## config.mk

```make
export PLATFORM = sky130hd
export DESIGN_NAME = window3x3_gen
export DESIGN_NICKNAME = d
export VERILOG_FILES = /design/src/rtl/window3x3_gen.sv
export SDC_FILE = /design/constraint.sdc
export NUM_CORES = 1
export LEC_CHECK = 0
export CAP_MARGIN = 15
export CORE_ASPECT_RATIO = 0.8
export CORE_UTILIZATION = 51
export CTS_CLUSTER_DIAMETER = 40
export DETAILED_ROUTE_END_ITERATION = 16
export GPL_ROUTABILITY_DRIVEN = 0
export GPL_TIMING_DRIVEN = 1
export PLACE_DENSITY = 0.8
export SYNTH_ARGS = -nofsm -noshare
export SYNTH_HDL_FRONTEND = slang
export SYNTH_SLANG_ARGS = --single-unit
```

## constraint.sdc

```tcl
create_clock -name clk -period 5.4 [get_ports clk]
set_input_delay 1.08 -clock clk [delete_from_list [all_inputs] [get_ports clk]]
set_output_delay 1.08 -clock clk [all_outputs]
set_load 0.01 [all_outputs]
```

## src/rtl/window3x3_gen.sv

```systemverilog
`default_nettype none
// ============================================================================
// Module   : window3x3_gen
// Purpose  : Streaming 3x3 sliding-window generator (two line buffers + 3x3
//            register array), emitting every fully-valid window in raster order.
// Revision : 1.0 - initial release
// ============================================================================
module window3x3_gen #(
  parameter int DATA_W = 16,
  parameter int IMG_W  = 8,
  parameter int IMG_H  = 8
) (
  input  logic                     clk,
  input  logic                     rst,
  input  logic                     in_valid,
  output logic                     in_ready,
  input  logic signed [DATA_W-1:0] in_data,
  output logic                     out_valid,
  input  logic                     out_ready,
  output logic signed [DATA_W-1:0] win1,
  output logic signed [DATA_W-1:0] win2,
  output logic signed [DATA_W-1:0] win3,
  output logic signed [DATA_W-1:0] win4,
  output logic signed [DATA_W-1:0] win5,
  output logic signed [DATA_W-1:0] win6,
  output logic signed [DATA_W-1:0] win7,
  output logic signed [DATA_W-1:0] win8,
  output logic signed [DATA_W-1:0] win9,
  output logic                     out_last
);

  localparam int CW = $clog2(IMG_W);
  localparam int RW = $clog2(IMG_H);

  logic [CW-1:0]            col_q, col_d;
  logic [RW-1:0]            row_q, row_d;
  logic                     out_valid_q, out_valid_d;
  logic                     out_last_q, out_last_d;
  logic signed [DATA_W-1:0] win_q [9];
  logic signed [DATA_W-1:0] win_d [9];
  logic signed [DATA_W-1:0] lb0_q [IMG_W];
  logic signed [DATA_W-1:0] lb1_q [IMG_W];

  logic accept;
  logic emit;
  logic col_last;
  logic row_last;

  assign in_ready = !out_valid_q || out_ready;
  assign accept   = in_valid && in_ready;
  assign col_last = (col_q == CW'(IMG_W - 1));
  assign row_last = (row_q == RW'(IMG_H - 1));
  assign emit     = accept && (row_q >= RW'(2)) && (col_q >= CW'(2));

  always_comb begin
    col_d       = col_q;
    row_d       = row_q;
    out_valid_d = out_valid_q;
    out_last_d  = out_last_q;
    win_d       = win_q;
    if (accept) begin
      // Rows shift left; the new right column is {row r-2, row r-1, row r}.
      win_d[0] = win_q[1];
      win_d[1] = win_q[2];
      win_d[2] = lb1_q[col_q];
      win_d[3] = win_q[4];
      win_d[4] = win_q[5];
      win_d[5] = lb0_q[col_q];
      win_d[6] = win_q[7];
      win_d[7] = win_q[8];
      win_d[8] = in_data;
      if (col_last) begin
        col_d = '0;
        row_d = row_last ? '0 : row_q + RW'(1);
      end else begin
        col_d = col_q + CW'(1);
      end
    end
    if (emit) begin
      out_valid_d = 1'b1;
      out_last_d  = row_last && col_last;
    end else if (out_ready) begin
      out_valid_d = 1'b0;
    end
  end

  always_ff @(posedge clk) begin
    if (!rst) begin
      col_q       <= '0;
      row_q       <= '0;
      out_valid_q <= 1'b0;
      out_last_q  <= 1'b0;
      for (int i = 0; i < 9; i++) begin
        win_q[i] <= '0;
      end
    end else begin
      col_q       <= col_d;
      row_q       <= row_d;
      out_valid_q <= out_valid_d;
      out_last_q  <= out_last_d;
      win_q       <= win_d;
    end
  end

  // Line buffers are never read for an emitted window before being rewritten.
  always_ff @(posedge clk) begin
    if (accept) begin
      lb1_q[col_q] <= lb0_q[col_q];
      lb0_q[col_q] <= in_data;
    end
  end

  assign out_valid = out_valid_q;
  assign out_last  = out_last_q;
  assign win1      = win_q[0];
  assign win2      = win_q[1];
  assign win3      = win_q[2];
  assign win4      = win_q[3];
  assign win5      = win_q[4];
  assign win6      = win_q[5];
  assign win7      = win_q[6];
  assign win8      = win_q[7];
  assign win9      = win_q[8];

endmodule
`default_nettype wire

```

==> results of run 1 <==
[Yosys cell counts, types with 2 or more instances]
master and number:
a211oi_1 7, a211oi_2 6, a21o_1 2, a21oi_1 137
a221oi_1 4, a221oi_2 10, a22o_1 16, a22oi_1 2
a31oi_1 13, and2_1 14, and3_1 2, buf_1 5
buf_12 2, buf_2 22, buf_4 6, buf_6 6
clkbuf_1 39, dfxtp_1 155, edfxtp_1 256, ha_1 6
inv_1 2, inv_2 2, mux2_1 17, mux2_2 24
mux2i_1 65, nand2_1 234, nand2b_1 2, nand3_1 15
nor2_1 30, nor2_2 2, nor2b_1 8, nor3_1 4
o21ai_0 39, o21ai_1 3, o22ai_1 16, or3_1 2
[state kept, by name, summed over array words and instances (netlist names), named ones only]
name / flops
win6: 16
win3: 16
out_valid: 1
col_q: 3
win8: 16
win5: 16
win1: 16
win2: 16
win9: 16
win4: 16
lb0_q: 128
lb1_q: 128
row_q: 3
win7: 16
out_last: 1
[power by group through the flow]
| stage | Sequential, mW | Combinational [mW] | Clock [mW] |
|---|---|---|---|
| floorplan | 3.60 | 0.280 | 0 |
| global placement | 3.60 | 0.523 | 0 |
| detailed placement | 3.60 | 0.537 | 0 |
| CTS | 3.54 | 0.542 | 2.74 |
| global route | 3.54 | 0.582 | 2.87 |
| finish | 3.54 | 0.542 | 2.71 |
[metrics by stage]
step / utilization, % / cell area, um2 / hold WS [ns] / cells / total power [mW]
detailed placement: 58.6 / 17200 / 0.447 / 1667 / 4.14
global placement: 58.6 / 17200 / 0.441 / 1667 / 4.12
CTS: 62.9 / 18500 / 0.455 / 1737 / 6.82
floorplan: - / 15300 / 0.454 / 1184 / 3.88
finish: 62.9 / 18500 / 0.452 / 1739 / 6.79
global route: 62.9 / 18500 / 0.476 / 1737 / 7.00
[cells by family after synthesis]
logic type	Yosys count	synth area share [%]
compound gates	259	10.4
mux	106	7.25
fa+ha+maj	6	0.490
buf+inv	84	2.89
flops	411	70.4
simple gates	318	8.57
[metal layers]
metal | wire, um | vias up | global-route usage [%] | part of all wire (%)
li1 | - | 4581 | - | -
met1 | 15000 | 4875 | 30.7 | 42
met2 | 17000 | 375 | 37.5 | 48
met3 | 2720 | 63 | 5.31 | 7.7
met4 | 859 | 0 | 7.25 | 2.4
met5 | 0 | - | 0 | 0
[tightest hold or removal path: stages (launching register included)]
cell     delay [ns]
dfxtp_1        0.31
nand2_1        0.05
a21oi_1        0.05
[path summary, 6_finish.rpt]
check | start | slack, ns | depth (start not counted) | endpoint
setup / recovery | out_ready | 2.10 | 3 | in_ready
hold / removal | win1[2] | 0.45 | 2 | win1[2]
setup reg to reg | col_q[0] | 2.51 | 6 | row_q[0]
hold reg to reg | win1[2] | 0.45 | 2 | win1[2]
[layout make-up]
cell class	count	area share [%]
sequential	411	58.3
multi-input combinational	689	22.4
timing repair buffer	186	9.78
clock buffer	63	6.42
tap	377	2.55
clock inverter	7	0.480
inverter	4	0.0946
antenna	2	0.0270
==> impl_metrics.tcl, run 1 <==
set metrics [dict create \
    fillerInstances 2110 \
    timing.critical_path.mode_cell "clkdlybuf4s50_1" \
    multi_input_area_um2 4140 \
    ys_seq_area_share_pct 70.4 \
    cts_post_setup_buffers_inserted 0 \
    detailedRoute.firstIterationViolations 761 \
    final_common_cell "edfxtp_1" \
    yosys_most_used_dff "edfxtp_1" \
    fin_setup_tns_ns 0 \
    total_congestion_overflow 0 \
    post-place-ws_ns 1.72 \
    core_region_area_um2 29400 \
    grt_usage_pct 23.0 \
    cts.root.buffer_cell "clkbuf_16" \
    report.final.slew_viol_count 0 \
    cts_repair_resize_count 0 \
    pin_count_of_the_biggest_net_entering_global_routing 84 \
    synth_enable_flop_cells 256 \
    tritoncts "done" \
    design.final.nets 1356 \
    crit_path_required_time_ns 4.32 \
    grt_first_pass_wirelength_um 54300 \
    pwr-share-clk_pct 40.0 \
    asyncSetResetFlopFracSynth_pct 0 \
    finalClockSkew_ns 0.0181 \
    rsz0062_at_grt "no" \
    switching_share_pct 22.3 \
    synthesis.instances 1184 \
    netlist.area_leader.share_pct 50.1 \
    synthesis.yosys.warnings 0 \
    chipWidth_um 196 \
    slew_headroom_pct 19.8 \
    fmax_mhz 303 \
    grt_antenna_before_repair 0 \
    post_route_cells_drive_above_1_share_pct 9.56 \
    worstPathMaxFanout 5 \
    timing.final.crit_share_pct 61.0 \
    place_hpwl_um 22000 \
    crit_end_element "output pin" \
    p_seq_share_pct 52.1 \
    cts_buffers 38 \
    hp-class "flip-flop to flip-flop" \
    die-area_um2 30800 \
    p_comb_share_pct 8.0 \
    worst_pin_slew_ns 1.20 \
    power_density_nw_per_um2 367 \
    drtPass1Iterations 5 \
    crit_chain "clkdlybuf4s50_1, nand2b_4, clkdlybuf4s50_1" \
    status "completed" \
    final_cell_mix "edfxtp_1, nand2_1, clkdlybuf4s50_1" \
    cp_num_buf_inv 2 \
    layout_area_growth_over_synthesis_pct 20.8 \
    syn_nets 1210 \
    worst-endpoint-arrival_ns 2.22 \
    crit_type "input port to output pin" \
    setup_viol 0 \
    grt_pass1_vias 9598 \
    placementRows 56 \
    io_buffer_count 166 \
    routed_wl_um 35600 \
    crit_path_top_delay_cell "clkdlybuf4s50_1" \
    drc_errors 0 \
    cp_top_family "buffers and inverters" \
    ys_types 45 \
    number_of_levels_the_h_tree_was_split_into 2 \
    ir_worst_vdd_v 0.000228 \
    die_height_um 157 \
    clkSinkCount 411 \
    ioPinCount 167 \
    wl_per_cell_um 20.5 \
    max-clock-path-buffers 3 \
    largest_cells_by_area_after_synthesis "edfxtp_1, dfxtp_1, nand2_1" \
    ys_seq_elements 411 \
    finalHoldViolations 0 \
    cts_hold_buf 0 \
    timing.max_cap.violations 0 \
    cellInternalPower_mw 5.28 \
    layout_min_cycle_time_ns 3.30 \
    clkSlewWorstSetupHoldPaths_ns 0.06 \
    number_of_antenna_violating_nets_in_the_routed_design 0 \
    area_taken_by_flip_flops_and_latches_um2 10800 \
    initial_core_utilization_pct 52.1 \
    via_per_inst 5.69 \
    p_sw_mw 1.51 \
    leakage_component_of_the_power_nw 6.06 \
    critical_path.max_stage_delay_ns 0.54 \
    detailroute.via_count 9894 \
    post-synth-top-area-cell "edfxtp_1" \
    synth_area_per_cell_um2 12.9 \
    setup.worst_path.start_class "input port" \
    netlist_area_um2 15300 \
    clock_latency_ns 0.52 \
    final.setup.worst_slack_ns 2.10 \
]
No activity file was read; power rests on OpenSTA's default activity.
==> inputs of run 2 (changes only) <==
Clock period 5.4 ns to 2.7 ns, I/O delays scaled along.
==> run 2 against run 1 <==
Against the previous run:
- critical path depth rose by 2
- highest routed layer unchanged
- final area rose by 1.9%
- combinational power rose by 120%
- die area did not move
- total power rose by 100%
- sequential share of layout area fell by 1.1 points
- largest power group unchanged
- non-clock buffer count rose by 30
- critical endpoint is now win6[15]
- global-route usage rose by 0.67 points
- utilization rose by 1.2 points
- final cell count rose by 1.6%
- wire length rose by 3.5%
==> impl_metrics.tcl, run 2 (same netlist as run 1, synthesis figures left out) <==
set metrics [dict create \
    post-place-ws_ns 0.210 \
    min-delay-start "win1[3]" \
    setup_viol 0 \
    initial_core_utilization_pct 52.1 \
    post_route_cells_drive_above_1_share_pct 11.9 \
    final_common_cell "edfxtp_1" \
    cts_hold_buf 0 \
    crit_end_element "flip-flop" \
    finalClockSkew_ns 0.0105 \
    layout_top_registers "lb0_q: 128 flops, lb1_q: 128 flops" \
    power_density_nw_per_um2 729 \
    clock_latency_ns 0.53 \
    grt_antenna_before_repair 0 \
    clkSinkCount 411 \
    final_cell_mix "edfxtp_1, nand2_1, clkdlybuf4s50_1" \
    global_route.usage.met3_pct 4.86 \
    ioPinCount 167 \
    grt_usage_pct 23.7 \
    drc_errors 0 \
    slew_headroom_pct 23.9 \
    detailedRoute.firstIterationViolations 805 \
    place_hpwl_um 22800 \
    crit_type "flip-flop to flip-flop" \
    cts_post_setup_buffers_inserted 0 \
    tritoncts "done" \
    layout_min_cycle_time_ns 2.23 \
    grt_first_pass_wirelength_um 55700 \
    antennaDiodeCount 0 \
    hold_slack_ns 0.455 \
    number_of_levels_the_h_tree_was_split_into 2 \
    clkSlewWorstSetupHoldPaths_ns 0.06 \
    max-clock-path-buffers 3 \
    fillerInstances 2131 \
    core_region_area_um2 29400 \
    cp_top_family "compound AO/OA/AOI/OAI gates" \
    crit_path_required_time_ns 3.16 \
    design.final.nets 1387 \
    post-layout-total-power_mw 13.8 \
    io_buffer_count 166 \
    timing.final.crit_share_pct 82.6 \
    leakage_component_of_the_power_nw 6.23 \
    detailroute.via_count 10100 \
    die-area_um2 30800 \
    fin_setup_tns_ns 0 \
    routed_wl_um 36800 \
    placementRows 56 \
    wl_per_cell_um 20.8 \
    area_taken_by_flip_flops_and_latches_um2 10800 \
    drtPass1Iterations 5 \
    busiest_layer "met2" \
    cp_num_buf_inv 1 \
    final.setup.worst_slack_ns 0.471 \
    hp-class "flip-flop to flip-flop" \
    total_congestion_overflow 0 \
    timing.max_cap.violations 0 \
    pin_count_of_the_biggest_net_entering_global_routing 63 \
    cts_buffers 39 \
    fmax_mhz 449 \
    cts_repair_resize_count 0 \
    worst_pin_slew_ns 1.14 \
    setup.worst_path.start_class "flip-flop" \
    rsz0062_at_grt "no" \
    crit_chain "nand2b_1, o22ai_1, a221oi_2, buf_4, a22o_1" \
    number_of_antenna_violating_nets_in_the_routed_design 0 \
    layout_area_growth_over_synthesis_pct 23.1 \
    critical_path.max_stage_delay_ns 0.71 \
    grtUsageMet2_pct 39.2 \
    finalHoldViolations 0 \
    chipWidth_um 196 \
    ir_worst_vdd_v 0.000503 \
    via_per_inst 5.71 \
    report.final.slew_viol_count 0 \
    global_route.usage.met1_pct 31.6 \
    crit_path_top_delay_cell "nand2b_1" \
    die_height_um 157 \
    grt_pass1_vias 9872 \
    multi_input_area_um2 4170 \
    cts.root.buffer_cell "clkbuf_16" \
    status "completed" \
    worst-endpoint-arrival_ns 2.69 \
    worstPathMaxFanout 15 \
]
## run 2: cell count changes in the layout (fill, tap and decap cells not counted), sizes merged
cell      before  now
clkbuf        63   58
inv            6    5
buf           20   50
diode          2    0
clkinv         3    6
clkinvlp       0    3
## run 2: worst reg2reg max path, stage by stage (launching register included)
cell and delay [ns]:
dfxtp_1 0.46, nand2b_1 0.72, o22ai_1 0.17, a221oi_2 0.41
buf_4 0.24, a22o_1 0.17
## run 2: where the power goes
group	internal, mW	leakage [nW]	total [mW]	switching, mW
clock network	3.23	0.633	5.52	2.28
registers	6.93	3.59	7.07	0.139
logic	0.469	2.01	1.17	0.697
## run 2: worst paths after layout
| check | cells after the start | end | slack [ns] |
|---|---|---|---|
| max | 5 | win6[15] | 0.47 |
| min | 2 | win1[3] | 0.45 |
| max reg2reg | 5 | win6[15] | 0.47 |
| min reg2reg | 2 | win1[3] | 0.45 |
## run 2: stage by stage
| step | area (um2) | util [%] | instances |
|---|---|---|---|
| 2_1_floorplan | 15400 | - | 1184 |
| 3_3_place_gp | 17600 | 59.7 | 1697 |
| 3_5_place_dp | 17600 | 59.7 | 1697 |
| 4_1_cts | 18900 | 64.1 | 1767 |
| 5_1_grt | 18900 | 64.1 | 1767 |
| 6_report | 18900 | 64.1 | 1767 |
## run 2: area by class of cell
cell class	count	share of cell area [%]
repair buffers	216	11.2
multi-input cells	689	22.1
flip-flops and latches	411	57.2
clock inverters	12	0.643
clock buffers	58	6.26
inverters	4	0.0928
well taps	377	2.50
## run 2: layer usage
metal / vias up / routed length, um / share of wire [%]
met5: - / 0 / 0
met4: 0 / 775 / 2.1
met3: 60 / 2520 / 6.8
met2: 336 / 17900 / 49
met1: 5059 / 15600 / 42
li1: 4632 / - / -
==> inputs of run 3 (changes only) <==
Settings changed: CORE_UTILIZATION 51 to 56, PLACE_DENSITY 0.8 to 0.83.
Clock period 2.7 ns to 2.1 ns, I/O delays scaled along.
==> run 3 against run 2 <==
Against the previous run:
- utilization grew 7.9 points
- register-to-register slack worse by 0.39 ns
- global-route usage is 3.8 points higher
- sequential share of layout area shrank 0.84 points
- count of clock-buffer cells in the layout is 4 lower
- final cell count fell by 0.11%
- critical endpoint is now win6[11]
==> impl_metrics.tcl, run 3 (same netlist as run 1, synthesis figures left out) <==
set metrics [dict create \
    status "completed" \
    fmax_mhz 494 \
    p_seq_share_pct 51.7 \
    switching_share_pct 22.7 \
    place.detailed.instances 1694 \
    fin_setup_tns_ns 0 \
    tritoncts "done" \
    final_cell_mix "edfxtp_1, nand2_1, clkdlybuf4s50_1" \
    core_region_area_um2 26600 \
    hold_slack_ns 0.455 \
    drtPass1Iterations 5 \
    crit_path_required_time_ns 2.50 \
    antennaDiodeCount 0 \
    clkSinkCount 411 \
    wl_per_cell_um 21.6 \
    cts_buffers 38 \
    detailedRoute.firstIterationViolations 980 \
    p_sw_mw 4.00 \
    cts_repair_resize_count 0 \
    routed_wl_um 38200 \
    leakage_component_of_the_power_nw 6.37 \
    place_hpwl_um 23900 \
    rsz0062_at_grt "no" \
    crit_type "flip-flop to flip-flop" \
    drc_errors 0 \
    finalClockSkew_ns 0.0237 \
    area_taken_by_flip_flops_and_latches_um2 10800 \
    via_per_inst 5.87 \
    cts.root.buffer_cell "clkbuf_16" \
    multi_input_area_um2 4200 \
    timing.max_cap.violations 0 \
    cts_hold_buf 0 \
    report.final.slew_viol_count 0 \
    final_design_area_no_fill_um2 19200 \
    clkSlewWorstSetupHoldPaths_ns 0.06 \
    p_comb_share_pct 8.9 \
    placed_cell_area_um2 17900 \
    initial_core_utilization_pct 57.7 \
    number_of_antenna_violating_nets_in_the_routed_design 0 \
    die-area_um2 28000 \
    timing.final.crit_share_pct 96.4 \
    layout_top_registers "lb0_q: 128 flops, lb1_q: 128 flops" \
    number_of_cells_in_the_finished_layout_apart_from_fillers 1765 \
    grt_usage_pct 27.4 \
    ir_worst_vdd_v 0.000669 \
    setup_viol 0 \
    fillerInstances 1606 \
    clock_latency_ns 0.52 \
    finalHoldViolations 0 \
    post-layout-total-power_mw 17.6 \
    final.setup.worst_slack_ns 0.0764 \
    design.final.nets 1404 \
    number_of_levels_the_h_tree_was_split_into 2 \
    cellInternalPower_mw 13.6 \
    worst_pin_slew_ns 1.07 \
    crit_end_element "flip-flop" \
    worstPathMaxFanout 9 \
    post_route_cells_drive_above_1_share_pct 13.2 \
    post-place-ws_ns -0.286 \
    total_congestion_overflow 0 \
    power_density_nw_per_um2 919 \
    grt_antenna_before_repair 0 \
    pin_count_of_the_biggest_net_entering_global_routing 90 \
    max-clock-path-buffers 3 \
    grt_pass1_vias 10200 \
    placementRows 53 \
    detailroute.via_count 10400 \
    hp-class "flip-flop to flip-flop" \
    layout_area_growth_over_synthesis_pct 24.9 \
    slew_headroom_pct 28.7 \
    utilization_pct 72.0 \
    setup.worst_path.start_class "flip-flop" \
    cts_post_setup_buffers_inserted 0 \
    grt_first_pass_wirelength_um 58600 \
    die_height_um 150 \
    pwr-share-clk_pct 39.4 \
    final_common_cell "edfxtp_1" \
    layout_min_cycle_time_ns 2.02 \
    io_buffer_count 166 \
    worst-endpoint-arrival_ns 2.42 \
    chipWidth_um 187 \
    ioPinCount 167 \
]
[run 3: cell count changes in the layout (fill, tap and decap cells not counted), sizes merged]
cell	change
buf	+18
clkbuf	-4
clkinv	+4
[run 3: cell type report]
class	instances	share of cell area, %
flip-flops and latches	411	56.4
clock buffers	54	5.93
multi-input cells	689	21.9
clock inverters	16	0.706
repair buffers	234	12.6
well taps	357	2.33
inverters	4	0.118
[run 3: routing by layer]
metal  GRT usage (%)  vias up  part of all wire, %
met3            6.54       91                  9.8
met5               0        -                    0
met4            10.4        0                  3.4
met1            36.5     5076                   40
met2            44.0      519                   47
li1                -     4674                    -
[run 3: worst max-delay path: stages, from the launching register on]
cell      delay [ns]
dfxtp_1         0.36
nor2b_1         0.85
a221oi_2        0.40
a22o_1          0.30
[run 3: path summary, 6_finish.rpt]
kind,from,end,slack [ns],cells past startpoint
min,win7[15],win7[15],0.46,2
min reg2reg,win7[15],win7[15],0.46,2
max,flip-flop,win6[11],0.08,3
max reg2reg,flip-flop,win6[11],0.08,3
[run 3: power by group through the flow]
stage | Clock (mW) | Combinational (mW) | Sequential [mW]
6_report | 6.93 | 1.57 | 9.10
5_1_grt | 7.30 | 1.67 | 9.12
4_1_cts | 6.98 | 1.56 | 9.10
3_5_place_dp | 0 | 1.54 | 9.27
3_3_place_gp | 0 | 1.50 | 9.26
2_1_floorplan | 0 | 0.754 | 9.26
